===== src/rtl/span_painter_if.sv =====
// span_painter_if: PRAM queue pointers/data and frame-buffer pixel write signals of the span painter
interface span_painter_if;
  logic [9:0] wrtPtr;
  logic [15:0] PRAMdata;
  logic [9:0] rdPtr;
  logic full;
  logic [15:0] addr;
  logic [2:0] data;
  logic we;
  modport master(input wrtPtr, PRAMdata, output rdPtr, full, addr, data, we);
  modport slave(output wrtPtr, PRAMdata, input rdPtr, full, addr, data, we);
endinterface


===== src/rtl/span_painter.sv =====
// span_painter: turns two-word span commands from the PRAM ring into single-pixel frame-buffer writes
module span_painter #(
  parameter int WIDTH = 160,
  parameter int LINES = 115,
  parameter int SPECIAL_BASE = 36800,
  parameter int BACK_OFFSET = 18400
) (
  input logic clk,
  input logic reset,
  span_painter_if.master bus
);
  typedef enum logic [2:0] {IDLE, LD0, WT1, LD1, DRAW} state_t;
  localparam logic [6:0] SPECIAL_LINE = 7'(LINES);
  localparam logic [6:0] DROP_LINE = 7'(LINES + 5);
  localparam logic [7:0] MAX_X = 8'(WIDTH - 1);
  state_t state, state_n;
  logic [9:0] rd_ptr, occ;
  logic buf_sel;
  logic [6:0] line, rel;
  logic [2:0] color;
  logic [7:0] x, x1, lo, hi, x0_c, x1_c;
  logic [15:0] base, base_n, row;
  logic drop;
  assign occ = bus.wrtPtr - rd_ptr;
  assign bus.full = bus.wrtPtr + 10'd1 == rd_ptr;
  assign bus.rdPtr = rd_ptr;
  assign lo = bus.PRAMdata[15:8] < bus.PRAMdata[7:0] ? bus.PRAMdata[15:8] : bus.PRAMdata[7:0];
  assign hi = bus.PRAMdata[15:8] < bus.PRAMdata[7:0] ? bus.PRAMdata[7:0] : bus.PRAMdata[15:8];
  assign x0_c = lo > MAX_X ? MAX_X : lo;
  assign x1_c = hi > MAX_X ? MAX_X : hi;
  assign drop = line >= DROP_LINE;
  assign rel = line >= SPECIAL_LINE ? line - SPECIAL_LINE : line;
  assign row = ({9'd0, rel} << 7) + ({9'd0, rel} << 5);
  assign base_n = row + (line >= SPECIAL_LINE ? 16'(SPECIAL_BASE) : buf_sel ? 16'(BACK_OFFSET) : 16'd0);
  always_comb
    state_n = state == IDLE ? (occ >= 10'd2 ? LD0 : IDLE) :
              state == LD0 ? WT1 :
              state == WT1 ? LD1 :
              state == LD1 ? (drop ? IDLE : DRAW) :
              (x == x1 ? IDLE : DRAW);
  always_ff @(posedge clk)
    state <= !reset ? IDLE : state_n;
  always_ff @(posedge clk)
    if (!reset) begin
      rd_ptr <= '0;
      {buf_sel, line, color} <= '0;
      x <= '0;
      x1 <= '0;
      base <= '0;
      bus.we <= 1'b0;
      bus.addr <= '0;
      bus.data <= '0;
    end else begin
      if (state == LD0) {buf_sel, line, color} <= bus.PRAMdata[15:5];
      if (state == LD0 || state == LD1) rd_ptr <= rd_ptr + 10'd1;
      if (state == LD1) begin
        x <= x0_c;
        x1 <= x1_c;
        base <= base_n;
      end
      if (state == DRAW) x <= x + 8'd1;
      bus.we <= state_n == DRAW;
      if (state_n == DRAW) begin
        bus.addr <= state == LD1 ? base_n + 16'(x0_c) : base + 16'(x) + 16'd1;
        bus.data <= color;
      end
    end
endmodule


===== src/flat_wrapper.sv =====
// flat-port wrapper written by rule: the top's interface ports become plain ports
module span_painter_flat 
#(
  parameter int WIDTH = 160,
  parameter int LINES = 115,
  parameter int SPECIAL_BASE = 36800,
  parameter int BACK_OFFSET = 18400
)
  (clk, reset, bus_wrtPtr, bus_PRAMdata, bus_rdPtr, bus_full, bus_addr, bus_data, bus_we);
  span_painter_if bus_i ();
  input logic clk;
  input logic reset;
  input wire logic [$bits(bus_i.wrtPtr)-1:0] bus_wrtPtr;
  input wire logic [$bits(bus_i.PRAMdata)-1:0] bus_PRAMdata;
  output wire logic [$bits(bus_i.rdPtr)-1:0] bus_rdPtr;
  output wire logic [$bits(bus_i.full)-1:0] bus_full;
  output wire logic [$bits(bus_i.addr)-1:0] bus_addr;
  output wire logic [$bits(bus_i.data)-1:0] bus_data;
  output wire logic [$bits(bus_i.we)-1:0] bus_we;
  assign bus_i.wrtPtr = bus_wrtPtr;
  assign bus_i.PRAMdata = bus_PRAMdata;
  assign bus_rdPtr = bus_i.rdPtr;
  assign bus_full = bus_i.full;
  assign bus_addr = bus_i.addr;
  assign bus_data = bus_i.data;
  assign bus_we = bus_i.we;
  span_painter #(.WIDTH(WIDTH), .LINES(LINES), .SPECIAL_BASE(SPECIAL_BASE), .BACK_OFFSET(BACK_OFFSET)) u_core (.clk(clk), .reset(reset), .bus(bus_i));
endmodule

===== config.mk =====
export PLATFORM = sky130hd
export DESIGN_NAME = span_painter_flat
export DESIGN_NICKNAME = d
export VERILOG_FILES = /design/src/rtl/span_painter_if.sv /design/src/rtl/span_painter.sv /design/src/flat_wrapper.sv
export SDC_FILE = /design/constraint.sdc
export NUM_CORES = 1
export LEC_CHECK = 0
export ABC_AREA = 1
export CELL_PAD_IN_SITES_DETAIL_PLACEMENT = 1
export CELL_PAD_IN_SITES_GLOBAL_PLACEMENT = 2
export CORE_MARGIN = 2
export CORE_UTILIZATION = 29
export CTS_CLUSTER_DIAMETER = 150
export DETAILED_ROUTE_END_ITERATION = 8
export HOLD_SLACK_MARGIN = 0.06
export PLACE_DENSITY_LB_ADDON = 0.05
export SETUP_SLACK_MARGIN = 0.05
export SLEW_MARGIN = 20
export SYNTH_ARGS = -nofsm -noshare
export SYNTH_HDL_FRONTEND = slang
export SYNTH_SLANG_ARGS = --single-unit

===== constraint.sdc =====
create_clock -name clk -period 3.3 [get_ports clk]
set_clock_uncertainty 0.05 [all_clocks]
set_input_delay 0.66 -clock clk [delete_from_list [all_inputs] [get_ports clk]]
set_output_delay 0.66 -clock clk [all_outputs]
set_load 0.01 [all_outputs]

==> run_summary.xml <==
<?xml version="1.0" encoding="UTF-8"?>
<metrics>
  <group name="critical_path">
    <metric name="start_kind" unit="">flop</metric>
    <metric name="crit_path_max_fanout" unit="">5</metric>
    <metric name="cp-end-kind" unit="">flop</metric>
    <metric name="crit_required" unit="ns">3.53</metric>
    <metric name="critical_path_arrival" unit="ns">3.74</metric>
    <metric name="ff2ff_path_depth" unit="">24</metric>
    <metric name="path_class" unit="">reg -&gt; reg</metric>
  </group>
  <group name="clock_network">
    <metric name="hold_fix_buffers_at_cts" unit="">0</metric>
    <metric name="tritoncts_clock_tree" unit="">built</metric>
    <metric name="cts_buffers" unit="">9</metric>
    <metric name="cts_htree_levels" unit="">3</metric>
    <metric name="clock-sinks" unit="">71</metric>
    <metric name="cts_buffer_depth" unit="">2</metric>
    <metric name="worst_skew_pair.late_latency" unit="ns">0.34</metric>
    <metric name="clk_transition_reported_paths" unit="ns">0.06</metric>
    <metric name="clock_tree.root_cell" unit="">sky130_fd_sc_hd__clkbuf_16</metric>
  </group>
  <group name="global_route">
    <metric name="grt_antenna_before_repair" unit="">0</metric>
    <metric name="grt_pass1_vias" unit="">6056</metric>
    <metric name="grtUsageTotal" unit="">0.198</metric>
    <metric name="grt_pass1_wl" unit="mm">31.2</metric>
    <metric name="grt_max_degree" unit="">43</metric>
    <metric name="grt_overflow" unit="">0</metric>
  </group>
  <group name="yosys">
    <metric name="ys_types" unit="">47</metric>
    <metric name="ys_warn_count" unit="">0</metric>
    <metric name="netlist.top_cell.by_area" unit="">sky130_fd_sc_hd__dfxtp_1</metric>
    <metric name="synth_area" unit="mm2">0.00530</metric>
    <metric name="synth_edf_count" unit="">0</metric>
    <metric name="synth.avg_cell_area" unit="um2">6.86</metric>
    <metric name="ys_seq_elements" unit="">71</metric>
    <metric name="synth.yosys.seq_area_share" unit="">0.268</metric>
    <metric name="synth_ff_type" unit="">sky130_fd_sc_hd__dfxtp_1</metric>
    <metric name="postSynth.asyncResetShare" unit="">0</metric>
    <metric name="postSynthCellCount" unit="">772</metric>
    <metric name="synth.net_count" unit="">842</metric>
    <metric name="post-synth-top-area-fraction" unit="">0.268</metric>
    <metric name="leading_post_synthesis_cells_by_cell_area" unit="">sky130_fd_sc_hd__dfxtp_1 (27%), sky130_fd_sc_hd__ha_1 (9.2%), sky130_fd_sc_hd__nand2_1 (9.1%)</metric>
  </group>
  <group name="sta">
    <metric name="setup_slack" unit="ns">-0.204</metric>
    <metric name="max_freq" unit="GHz">0.285</metric>
    <metric name="finalWorstPathRequiredPeriod" unit="ns">3.50</metric>
    <metric name="setup_repair_after_global_routing_missed_its_margin" unit="">yes</metric>
    <metric name="final-hold-violation-count" unit="">0</metric>
    <metric name="slew_headroom" unit="">0.370</metric>
    <metric name="fin_tns_setup" unit="ns">-1.33</metric>
    <metric name="min_period_over_period" unit="">1.06</metric>
    <metric name="slew_at_the_pin_closest_to_its_max_slew_limit" unit="ns">0.940</metric>
    <metric name="timing.final.setup_violations" unit="">9</metric>
    <metric name="timing.final.max_slew_violations" unit="">0</metric>
  </group>
  <group name="outcome">
    <metric name="violated_checks" unit="">negative setup slack</metric>
    <metric name="run_status" unit="">complete, but fails checks</metric>
  </group>
  <group name="floorplan">
    <metric name="number_of_ports_placed_on_the_die_boundary" unit="">59</metric>
    <metric name="die_width" unit="um">139</metric>
    <metric name="die_h" unit="um">139</metric>
    <metric name="floorplan.rows" unit="">49</metric>
    <metric name="design.die.area" unit="mm2">0.0194</metric>
    <metric name="floorplan.initialDensity" unit="">0.295</metric>
    <metric name="design.core.area" unit="mm2">0.0180</metric>
  </group>
  <group name="worst_hold_path">
    <metric name="hold_path_depth" unit="">2</metric>
    <metric name="min_path_type" unit="">reg -&gt; reg</metric>
  </group>
  <group name="routing">
    <metric name="drc_errors" unit="">0</metric>
    <metric name="drt-initial-drc-count" unit="">201</metric>
    <metric name="wl_per_cell" unit="um">16.1</metric>
    <metric name="via_per_inst" unit="">4.83</metric>
    <metric name="total_number_of_vias" unit="">5792</metric>
    <metric name="antenna_left" unit="">0</metric>
    <metric name="wirelength" unit="mm">19.3</metric>
    <metric name="detail_route.first_pass.iterations" unit="">4</metric>
  </group>
  <group name="flow_run">
    <metric name="max-cap-violations" unit="">0</metric>
  </group>
  <group name="pwr">
    <metric name="power_per_cell_area" unit="mW/mm2">409</metric>
    <metric name="design_power_total" unit="mW">3.33</metric>
    <metric name="ir_drop_worst_case_vdd" unit="uV">251</metric>
    <metric name="total_leakage_power" unit="nW">3.60</metric>
  </group>
  <group name="final_layout">
    <metric name="antenna_cells" unit="">0</metric>
    <metric name="layout_overhead_on_the_synthesized_area" unit="%">53.8</metric>
    <metric name="finish.net_count" unit="">1035</metric>
    <metric name="drive_gt1_frac" unit="">0.336</metric>
  </group>
  <group name="place">
    <metric name="globalplace.congestion" unit="">0.870</metric>
    <metric name="io_buffer_count" unit="">58</metric>
    <metric name="dpl.hpwl" unit="mm">14.6</metric>
    <metric name="place_worst_setup_slack" unit="ns">-1.08</metric>
  </group>
</metrics>
## power breakdown
part / internal (mW) / switching [mW] / total [mW]
Clock: 0.506 / 0.395 / 0.901
Sequential: 0.925 / 0.0502 / 0.975
Combinational: 0.683 / 0.770 / 1.45
Total: 2.11 / 1.22 / 3.33
## worst max-delay path: stages (launching register included)
cell                      delay (ns)
sky130_fd_sc_hd__dfxtp_4        0.35
sky130_fd_sc_hd__ha_4           0.17
sky130_fd_sc_hd__nand2_4        0.08
sky130_fd_sc_hd__nand3_4        0.10
sky130_fd_sc_hd__nand2_8        0.13
sky130_fd_sc_hd__xor2_4         0.20
sky130_fd_sc_hd__ha_4           0.17
sky130_fd_sc_hd__inv_2          0.04
sky130_fd_sc_hd__fa_2           0.39
sky130_fd_sc_hd__xnor2_4        0.18
sky130_fd_sc_hd__ha_4           0.31
sky130_fd_sc_hd__nand2_2        0.07
sky130_fd_sc_hd__inv_2          0.06
sky130_fd_sc_hd__nor2_1         0.04
sky130_fd_sc_hd__nor2_1         0.12
sky130_fd_sc_hd__inv_1          0.09
sky130_fd_sc_hd__nor2_2         0.15
sky130_fd_sc_hd__nand2_2        0.09
sky130_fd_sc_hd__nor2_4         0.13
sky130_fd_sc_hd__nand3_4        0.09
sky130_fd_sc_hd__nor2_4         0.09
sky130_fd_sc_hd__nand2_2        0.06
sky130_fd_sc_hd__nand3_2        0.06
sky130_fd_sc_hd__nand3_2        0.08
sky130_fd_sc_hd__a21oi_2        0.14
## path summary, 6_finish.rpt
kind | start | endpoint | slack, ns
setup reg to reg | u_core.line[0] | u_core.bus.addr[15] | -0.20
hold / removal | u_core.color[0] | u_core.color[0] | 0.40
setup / recovery | u_core.line[0] | u_core.bus.addr[15] | -0.20
hold reg to reg | u_core.color[0] | u_core.color[0] | 0.40
## what timing repair did
item | CTS | global route
endpoints found under the setup margin | 17 | 14
resized for setup | 123 | 68
pin swaps | 52 | 55
setup buffers | 24 | 16
## logic make-up (layout without fill, tap and decap cells)
kind of cell	count (synthesis)	count (layout)	synth area share
fa+ha+maj	42	42	0.103
xor+xnor	34	34	0.0562
flops	71	71	0.268
buf+inv	137	334	0.0997
simple gates	295	295	0.266
compound gates	190	190	0.201
mux	3	3	0.00567
## layout make-up
type                            count  area, um2
Inverter                          113        448
Clock buffer                       10        229
Timing Repair Buffer              206       1700
Tap cell                          229        287
Fill cell                        2207       9820
Multi-Input combinational cell    564       4020
Clock inverter                      5       35.0
Sequential cell                    71       1430
## metrics by stage
| step | area, um2 | util | hold WS [ns] | cells |
|---|---|---|---|---|
| floorplan | 5380 | - | 0.380 | 772 |
| global placement | 6960 | 0.388 | 0.396 | 1144 |
| detailed placement | 6960 | 0.388 | 0.398 | 1144 |
| CTS | 7750 | 0.431 | 0.407 | 1183 |
| global route | 8140 | 0.453 | 0.439 | 1198 |
| finish | 8140 | 0.453 | 0.401 | 1198 |
## registers in the layout, indices dropped and copies added (netlist names)
signal,count
u_core.x1,8
u_core.state,3
u_core.bus.addr,16
u_core.bus.data,3
u_core.line,7
u_core.base,11
u_core.bus.we,1
u_core.x,8
u_core.color,3
u_core.bus.rdPtr,10
u_core.buf_sel,1
## placed cells by master, fill, tap and decap left out, drive strengths merged, types with 3 or more instances in the layout
| cell type | count |
|---|---|
| nor2 | 73 |
| ha | 39 |
| inv | 110 |
| dlygate4sd2 | 12 |
| a21oi | 83 |
| a31oi | 11 |
| o211ai | 6 |
| nor3 | 11 |
| nand3 | 44 |
| clkdlybuf4s50 | 35 |
| clkdlybuf4s15 | 7 |
| dfxtp | 71 |
| buf | 150 |
| nand4 | 6 |
| a221oi | 4 |
| o21ai | 72 |
| xor2 | 23 |
| fa | 3 |
| xnor2 | 11 |
| clkbuf | 12 |
| clkinv | 7 |
| mux2i | 3 |
| nand2 | 150 |
| nor4 | 6 |
| o221ai | 4 |
## cell usage after synthesis (all sizes together) (4+ instances only)
library cell	n
a21oi	83
buf	10
ha	39
a31oi	11
nor4	6
nor2	73
nand2	150
nand4	6
xnor2	11
nor3	11
o211ai	6
o21ai	72
clkbuf	14
nand3	44
a221oi	4
o221ai	4
dfxtp	71
inv	110
xor2	23
## layer usage
metal | global-route usage | share of wire | vias to the layer above
li1 | - | - | 2936
met1 | 0.264 | 0.47 | 2788
met2 | 0.342 | 0.49 | 56
met3 | 0.0280 | 0.026 | 12
met4 | 0.0393 | 0.0099 | 0
met5 | 0 | 0 | -
Power figures use the tool's default switching activity.
